## src/rtl/eth_tx_scheduler_if.sv

```systemverilog
// rtl/eth_tx_scheduler_if.sv - CPU register bus and MAC handshake bundle for eth_tx_scheduler
interface eth_tx_scheduler_if;
    logic        wr_en;
    logic [1:0]  wr_sel;
    logic [31:0] wdata;
    logic        rd_en;
    logic [1:0]  rd_sel;
    logic [31:0] rdata;
    logic [31:0] tx_data;
    logic        tx_ena;
    logic        tx_finish;
    logic [63:0] rx_data;
    logic        rx_new;

    modport master (
        output wr_en, wr_sel, wdata, rd_en, rd_sel, tx_finish, rx_data, rx_new,
        input  rdata, tx_data, tx_ena
    );

    modport slave (
        input  wr_en, wr_sel, wdata, rd_en, rd_sel, tx_finish, rx_data, rx_new,
        output rdata, tx_data, tx_ena
    );
endinterface

```

## src/rtl/eth_tx_scheduler.sv

```systemverilog
// rtl/eth_tx_scheduler.sv - TX FIFO with four-phase MAC sequencer and RX frame holding register
module eth_tx_scheduler #(
    parameter int DEPTH   = 8,
    parameter int TIMEOUT = 1_000_000
) (
    input  logic              clk,
    input  logic              reset,
    eth_tx_scheduler_if.slave bus
);
    localparam int AW = $clog2(DEPTH);
    localparam int TW = (TIMEOUT > 2) ? $clog2(TIMEOUT) : 1;
    localparam logic [TW-1:0] TLIM = TW'(TIMEOUT - 1);

    typedef enum logic [1:0] {IDLE, SEND, WAIT_LOW} state_t;

    state_t        r_state, w_state_nxt;
    logic [31:0]   r_mem [DEPTH];
    logic [AW-1:0] r_head, r_tail;
    logic [AW:0]   r_count;
    logic [TW-1:0] r_timer;
    logic [31:0]   r_tx_data;
    logic          r_tx_ena;
    logic          r_rx_new_s, r_rx_new_p;
    logic [63:0]   r_rx_data_s, r_rx_reg;
    logic          r_rx_valid, r_rx_overrun, r_tx_timeout, r_tx_drop;

    logic w_ctrl, w_clear, w_flush, w_abort, w_push_req, w_push_ok;
    logic w_empty, w_full, w_pop, w_tmo, w_timer_clr, w_ena_nxt;
    logic w_cap, w_rx_pop;

    assign w_ctrl     = bus.wr_en && (bus.wr_sel == 2'd1);
    assign w_clear    = w_ctrl && bus.wdata[0];
    assign w_flush    = w_ctrl && bus.wdata[1];
    assign w_abort    = w_ctrl && bus.wdata[2];
    assign w_push_req = bus.wr_en && (bus.wr_sel == 2'd0);
    assign w_empty    = (r_count == '0);
    assign w_full     = (r_count == (AW+1)'(DEPTH));
    // A full FIFO still accepts a push when the same cycle frees a slot (pop or flush).
    assign w_push_ok  = w_push_req && (!w_full || w_pop || w_flush);
    assign w_cap      = r_rx_new_s && !r_rx_new_p;
    assign w_rx_pop   = bus.rd_en && (bus.rd_sel == 2'd3);

    always_comb begin
        w_state_nxt = r_state;
        w_pop       = 1'b0;
        w_tmo       = 1'b0;
        w_timer_clr = 1'b0;
        w_ena_nxt   = r_tx_ena;
        case (r_state)
            IDLE: begin
                if (!w_empty && !bus.tx_finish && !w_flush) begin
                    w_pop       = 1'b1;
                    w_ena_nxt   = 1'b1;
                    w_timer_clr = 1'b1;
                    w_state_nxt = SEND;
                end
            end
            SEND: begin
                if (w_abort) begin
                    w_ena_nxt   = 1'b0;
                    w_state_nxt = IDLE;
                end else if (bus.tx_finish) begin
                    w_ena_nxt   = 1'b0;
                    w_timer_clr = 1'b1;
                    w_state_nxt = WAIT_LOW;
                end else if (r_timer == TLIM) begin
                    w_ena_nxt   = 1'b0;
                    w_tmo       = 1'b1;
                    w_state_nxt = WAIT_LOW;
                end
            end
            WAIT_LOW: begin
                if (w_abort || !bus.tx_finish) begin
                    w_state_nxt = IDLE;
                end else if (r_timer == TLIM) begin
                    w_tmo       = 1'b1;
                    w_state_nxt = IDLE;
                end
            end
            default: w_state_nxt = IDLE;
        endcase
    end

    always_ff @(posedge clk) begin
        if (w_push_ok) begin
            r_mem[r_tail] <= bus.wdata;
        end
    end

    always_ff @(posedge clk) begin
        if (!reset) begin
            r_state   <= IDLE;
            r_head    <= '0;
            r_tail    <= '0;
            r_count   <= '0;
            r_timer   <= '0;
            r_tx_data <= '0;
            r_tx_ena  <= 1'b0;
        end else begin
            r_state  <= w_state_nxt;
            r_tx_ena <= w_ena_nxt;
            if (w_pop) begin
                r_tx_data <= r_mem[r_head];
            end
            // Flush realigns head to tail; a same-cycle push becomes the only entry.
            if (w_flush) begin
                r_head  <= r_tail;
                r_tail  <= w_push_ok ? r_tail + 1'b1 : r_tail;
                r_count <= w_push_ok ? (AW+1)'(1) : '0;
            end else begin
                if (w_pop) begin
                    r_head <= r_head + 1'b1;
                end
                if (w_push_ok) begin
                    r_tail <= r_tail + 1'b1;
                end
                r_count <= r_count + (AW+1)'(w_push_ok) - (AW+1)'(w_pop);
            end
            if (w_timer_clr) begin
                r_timer <= '0;
            end else if (r_state != IDLE && r_timer != '1) begin
                r_timer <= r_timer + 1'b1;
            end
        end
    end

    always_ff @(posedge clk) begin
        if (!reset) begin
            r_rx_new_s   <= 1'b0;
            r_rx_new_p   <= 1'b0;
            r_rx_data_s  <= '0;
            r_rx_reg     <= '0;
            r_rx_valid   <= 1'b0;
            r_rx_overrun <= 1'b0;
            r_tx_timeout <= 1'b0;
            r_tx_drop    <= 1'b0;
        end else begin
            r_rx_new_s  <= bus.rx_new;
            r_rx_data_s <= bus.rx_data;
            r_rx_new_p  <= r_rx_new_s;
            if (w_cap) begin
                r_rx_reg   <= r_rx_data_s;
                r_rx_valid <= 1'b1;
            end else if (w_rx_pop) begin
                r_rx_valid <= 1'b0;
            end
            // Sticky flags: a new event in the clearing cycle is kept.
            if (w_cap && r_rx_valid && !w_rx_pop) begin
                r_rx_overrun <= 1'b1;
            end else if (w_clear) begin
                r_rx_overrun <= 1'b0;
            end
            if (w_tmo) begin
                r_tx_timeout <= 1'b1;
            end else if (w_clear) begin
                r_tx_timeout <= 1'b0;
            end
            if (w_push_req && !w_push_ok) begin
                r_tx_drop <= 1'b1;
            end else if (w_clear) begin
                r_tx_drop <= 1'b0;
            end
        end
    end

    always_comb begin
        bus.rdata = '0;
        case (bus.rd_sel)
            2'd0: bus.rdata = {17'd0, r_tx_drop, r_tx_timeout, r_rx_overrun, r_rx_valid,
                               (r_state != IDLE), w_full, w_empty, 8'(r_count)};
            2'd1: bus.rdata = r_rx_reg[63:32];
            default: bus.rdata = r_rx_reg[31:0];
        endcase
    end

    assign bus.tx_data = r_tx_data;
    assign bus.tx_ena  = r_tx_ena;
endmodule

```

## src/flat_wrapper.sv

```systemverilog
// flat-port wrapper written by rule: the top's interface ports become plain ports
module eth_tx_scheduler_flat 
#(
    parameter int DEPTH   = 8,
    parameter int TIMEOUT = 1_000_000
)
  (clk, reset, bus_wr_en, bus_wr_sel, bus_wdata, bus_rd_en, bus_rd_sel, bus_tx_finish, bus_rx_data, bus_rx_new, bus_rdata, bus_tx_data, bus_tx_ena);
  eth_tx_scheduler_if bus_i ();
  input  logic clk;
  input  logic reset;
  input wire logic [$bits(bus_i.wr_en)-1:0] bus_wr_en;
  input wire logic [$bits(bus_i.wr_sel)-1:0] bus_wr_sel;
  input wire logic [$bits(bus_i.wdata)-1:0] bus_wdata;
  input wire logic [$bits(bus_i.rd_en)-1:0] bus_rd_en;
  input wire logic [$bits(bus_i.rd_sel)-1:0] bus_rd_sel;
  input wire logic [$bits(bus_i.tx_finish)-1:0] bus_tx_finish;
  input wire logic [$bits(bus_i.rx_data)-1:0] bus_rx_data;
  input wire logic [$bits(bus_i.rx_new)-1:0] bus_rx_new;
  output wire logic [$bits(bus_i.rdata)-1:0] bus_rdata;
  output wire logic [$bits(bus_i.tx_data)-1:0] bus_tx_data;
  output wire logic [$bits(bus_i.tx_ena)-1:0] bus_tx_ena;
  assign bus_i.wr_en = bus_wr_en;
  assign bus_i.wr_sel = bus_wr_sel;
  assign bus_i.wdata = bus_wdata;
  assign bus_i.rd_en = bus_rd_en;
  assign bus_i.rd_sel = bus_rd_sel;
  assign bus_i.tx_finish = bus_tx_finish;
  assign bus_i.rx_data = bus_rx_data;
  assign bus_i.rx_new = bus_rx_new;
  assign bus_rdata = bus_i.rdata;
  assign bus_tx_data = bus_i.tx_data;
  assign bus_tx_ena = bus_i.tx_ena;
  eth_tx_scheduler #(.DEPTH(DEPTH), .TIMEOUT(TIMEOUT)) u_core (.clk(clk), .reset(reset), .bus(bus_i));
endmodule
```

## config.mk

```make
export PLATFORM = sky130hd
export DESIGN_NAME = eth_tx_scheduler_flat
export DESIGN_NICKNAME = d
export VERILOG_FILES = /design/src/rtl/eth_tx_scheduler_if.sv /design/src/rtl/eth_tx_scheduler.sv /design/src/flat_wrapper.sv
export SDC_FILE = /design/constraint.sdc
export NUM_CORES = 1
export LEC_CHECK = 0
export ABC_AREA = 1
export CAP_MARGIN = 5
export CORE_MARGIN = 2
export CORE_UTILIZATION = 61
export CTS_BUF_LIST = sky130_fd_sc_hd__clkbuf_4 sky130_fd_sc_hd__clkbuf_8 sky130_fd_sc_hd__clkbuf_16
export CTS_CLUSTER_DIAMETER = 100
export CTS_CLUSTER_SIZE = 28
export DETAILED_ROUTE_END_ITERATION = 8
export PLACE_DENSITY = 0.85
export RECOVER_POWER = 25
export SKIP_CTS_REPAIR_TIMING = 1
export SLEW_MARGIN = 20
export SYNTH_ARGS = -nofsm -noshare
export SYNTH_HDL_FRONTEND = slang
export SYNTH_SLANG_ARGS = --single-unit
```

## constraint.sdc

```tcl
create_clock -name clk -period 5.7 [get_ports clk]
set_input_delay 1.14 -clock clk [delete_from_list [all_inputs] [get_ports clk]]
set_output_delay 1.14 -clock clk [all_outputs]
set_load 0.03 [all_outputs]
```

==> run_results.csv <==
group,metric,value,unit
place,place.detailed.hpwl,23730,um
synthesis,synthDominantAreaCellType,"edfxtp_1",
timing,unrepaired_setup_endpoints_after_global_routing,"no",
synthesis,synthesis.instances,1721,
timing,slew_headroom,25.43,%
final_layout,layout-drive-gt1-share,5.474,%
die,core,28700,um^2
route,route.detailed.vias_per_inst,5.677,
job,maxCapViolCount,0,
place,place_congestion,0.8728,
worst_setup_path,crit_end,"bus_rdata[11]",
synthesis,synth.yosys.seq_area_share,65.68,%
worst_hold_path,hold_path_class,"reg -> reg",
timing,hold_violations,0,
timing,max_slew.worst_pin.slew,1.119,ns
worst_setup_path,timing_worst_setup_path_type,"in -> out",
grt,grt_pass1_vias,12130,
synthesis,synth_enable_flop_cells,256,
worst_setup_path,critical_path.cell_chain,"clkdlybuf4s50_1 -> nor2_1 -> a22oi_1 -> nand2_1 -> clkdlybuf4s50_1",
worst_setup_path,critical_r2r_launch,"u_core.r_count[2]$_SDFF_PP0_",
worst_setup_path,worstPathRequired,4.56,ns
pwr,ir_drop,0.2400,mV
synthesis,synth_common_cells,"nor2_1 (311), nand2_1 (298), edfxtp_1 (256), dfxtp_1 (199), o21ai_0 (132)",
worst_setup_path,timing.critical_path.slowest_cell_delay,0.83,ns
synthesis,netlist_top_cells_area,"edfxtp_1 (43%), dfxtp_1 (22%), nor2_1 (6.6%), nand2_1 (6.3%), o21ai_0 (3.7%)",
pwr,power.leakage,7.787,nW
outcome,run_status,"completed",
die,die_width,174.7,um
synthesis,synth_nets,1841,
timing,finalClockSkew,0.01431,ns
synthesis,primary_flip_flop_cell_chosen_by_synthesis_mapping,"edfxtp_1",
synthesis,most_used_standard_cell_by_instance_count_after_synthesis,"nor2_1",
die,fp.dieH,174.7,um
route,drt_iter0_drc,1127,
worst_setup_path,critPathLaunch,"bus_rd_sel[0]",
timing,hold_ws,0.4337,ns
worst_setup_path,worst_path_most_repeated_cell,"clkdlybuf4s50_1",
grt,groute.usage.overall,24.77,%
worst_setup_path,reg2reg_depth,10,
synthesis,syn-mean-instance-area,10.33,um^2
worst_setup_path,crit_path_max_fanout,24,
clocking,clock_tree.root_cell,"clkbuf_16",
final_layout,area_growth_from_synthesis_to_layout,15.02,%
timing,fmax,211.1,MHz
worst_setup_path,timing.critical_path.slowest_stage_cell,"clkdlybuf4s50_1",
worst_setup_path,setup.reg_to_reg.worst_slack,2.41,ns
route,finalWirelength,38890,um
timing,slew_viol_final,0,
synthesis,yosysTopAreaCellShare,43.26,%
worst_setup_path,timing.critical_path.depth,5,
clocking,clock_h_tree_levels,1,
grt,overall_overflow_remaining_after_global_route,0,
worst_setup_path,timing.critical_path.from_type,"input port",
die,dieArea,30510,um^2
synthesis,ys_warn_count,0,
synthesis,synthDistinctLibCells,41,
clocking,worst_skew_pair.late_latency,0.54,ns
clocking,clk_path_buf_depth,3,
route,routed_wire_length_per_instance,17.42,um
grt,pin_count_of_the_biggest_net_entering_global_routing,131,
timing,setup_tns,0,ns
pwr,cellPowerDensity,347.0,nW/um^2
final_layout,final.fill_count,1975,
worst_setup_path,crit_path_end_kind,"output port",
place,placed_cells_incl_taps,2191,
synthesis,ys_seq_elements,455,
die,num_io_pins,171,
worst_setup_path,timing.critical_path.arrival,3.60,ns
final_layout,largest_register_ff_count,256,
clocking,clk_pin_slew_worst_paths,0.10,ns
worst_setup_path,critical_path.top_delay_family,"buffers and inverters",
place,numPortBuffers,170,
worst_setup_path,critPathBufInv,2,
worst_setup_path,r2r_end,"u_core.r_mem[6][8]$_DFFE_PP_",
route,drc,0,
die,start_util,61.91,%
timing,finalWorstPathRequiredPeriod,4.737,ns
final_layout,final_nets,1952,
clocking,cts_buffers,20,
clocking,cts_tree,"yes",
timing,final.period_utilization,83.11,%
die,fp-row-count,62,
route,drtAntennaViolNets,0,
clocking,clock_sink_count,455,
grt,grt_pass1_wl,61340,um
final_layout,post_layout_nonfiller_instances,2232,
timing,setup_violation_total_in_the_final_timing_report,0,
grt,grt_antenna_before_repair,3,
route,drtPass1Iterations,7,
synthesis,post_synthesis_cell_area,17770,um^2
synthesis,synthArstFlopShare,0,%
route,num_vias,12670,
tightest hold or removal path, stage by stage (launching register included):
cell and delay, ns:
dfxtp_1 0.32, nand2_1 0.05, inv_1 0.03
power by group:
part | internal, mW | total (mW) | switching, mW | leakage [nW]
logic | 0.561 | 1.63 | 1.07 | 3.52
clock network | 0.763 | 1.72 | 0.960 | 0.328
registers | 3.63 | 3.74 | 0.106 | 3.94
total | 4.96 | 7.09 | 2.13 | 7.79
layout by cell type, fill, tap and decap left out, types with 4 or more instances in the layout:
cell and instances:
clkdlybuf4s50_1 144, edfxtp_1 256, nand3_1 65, nor2_4 11, nand2_1 298, clkbuf_16 21, clkbuf_4 12, o21ai_0 132
o21bai_1 64, inv_1 104, xnor2_1 4, buf_4 15, o221ai_1 64, o21ai_1 32, nor2_1 302, a21oi_2 11
ha_1 13, nand2_2 7, xor2_1 11, a21oi_1 22, dfxtp_1 197, dlygate4sd3_1 25
through the flow:
stage / power, mW / worst slack, ns / util (%) / instance area [um^2]
4_1_cts: 7.102 / 0.9855 / 70.88 / 20340
3_3_place_gp: 5.368 / 1.141 / 68.65 / 19700
2_1_floorplan: 4.907 / 2.038 / - / 17770
5_1_grt: 7.376 / 0.7747 / 71.21 / 20440
3_5_place_dp: 5.429 / 0.9891 / 68.65 / 19700
6_report: 7.093 / 0.9627 / 71.21 / 20440
final cells by class:
| cell class | instances | area [um^2] | share of cell area (%) |
|---|---|---|---|
| timing repair buffer | 188 | 1898 | 9.286 |
| tap | 384 | 480.5 | 2.351 |
| clock buffer | 33 | 615.6 | 3.012 |
| clock inverter | 2 | 25.02 | 0.1224 |
| multi-input combinational | 1057 | 5321 | 26.03 |
| inverter | 110 | 415.4 | 2.032 |
| sequential | 455 | 11680 | 57.13 |
| antenna | 3 | 7.507 | 0.03673 |
kinds of logic (layout without fill, tap and decap cells):
logic type	after synthesis	in the layout	synth area share (%)
other	0	3	0
AOI/OAI and AO/OA	328	328	11.77
buffers and inverters	209	333	4.759
adders and majority gates	14	14	1.028
xor gates and xnor gates	15	15	0.7392
DFF	455	455	65.68
and+or+nand+nor	700	700	16.02
routing by layer:
layer  vias to the layer above  part of all wire [%]  GRT usage, %
met5                         -                     0             0
met4                         0                   2.3         6.597
met3                        68                   8.2         4.286
met2                       515                    49         42.26
met1                      6059                    41         33.04
li1                       6028                     -             -
worst min path at each step:
stage	from	end	slack, ns	cells after the start
4_1_cts	u_core.r_rx_new_s$_SDFF_PN0_	u_core.r_rx_new_p$_SDFF_PN0_	0.44	2
6_report	u_core.r_rx_new_s$_SDFF_PN0_	u_core.r_rx_new_p$_SDFF_PN0_	0.43	2
3_3_place_gp	u_core.r_rx_new_s$_SDFF_PN0_	u_core.r_rx_new_p$_SDFF_PN0_	0.41	2
3_5_place_dp	u_core.r_rx_new_s$_SDFF_PN0_	u_core.r_rx_new_p$_SDFF_PN0_	0.42	2
2_1_floorplan	u_core.r_rx_new_s$_SDFF_PN0_	u_core.r_rx_new_p$_SDFF_PN0_	0.41	2
5_1_grt	u_core.r_rx_new_s$_SDFF_PN0_	u_core.r_rx_new_p$_SDFF_PN0_	0.47	2
Note: power is estimated with default switching activity, not from simulation.
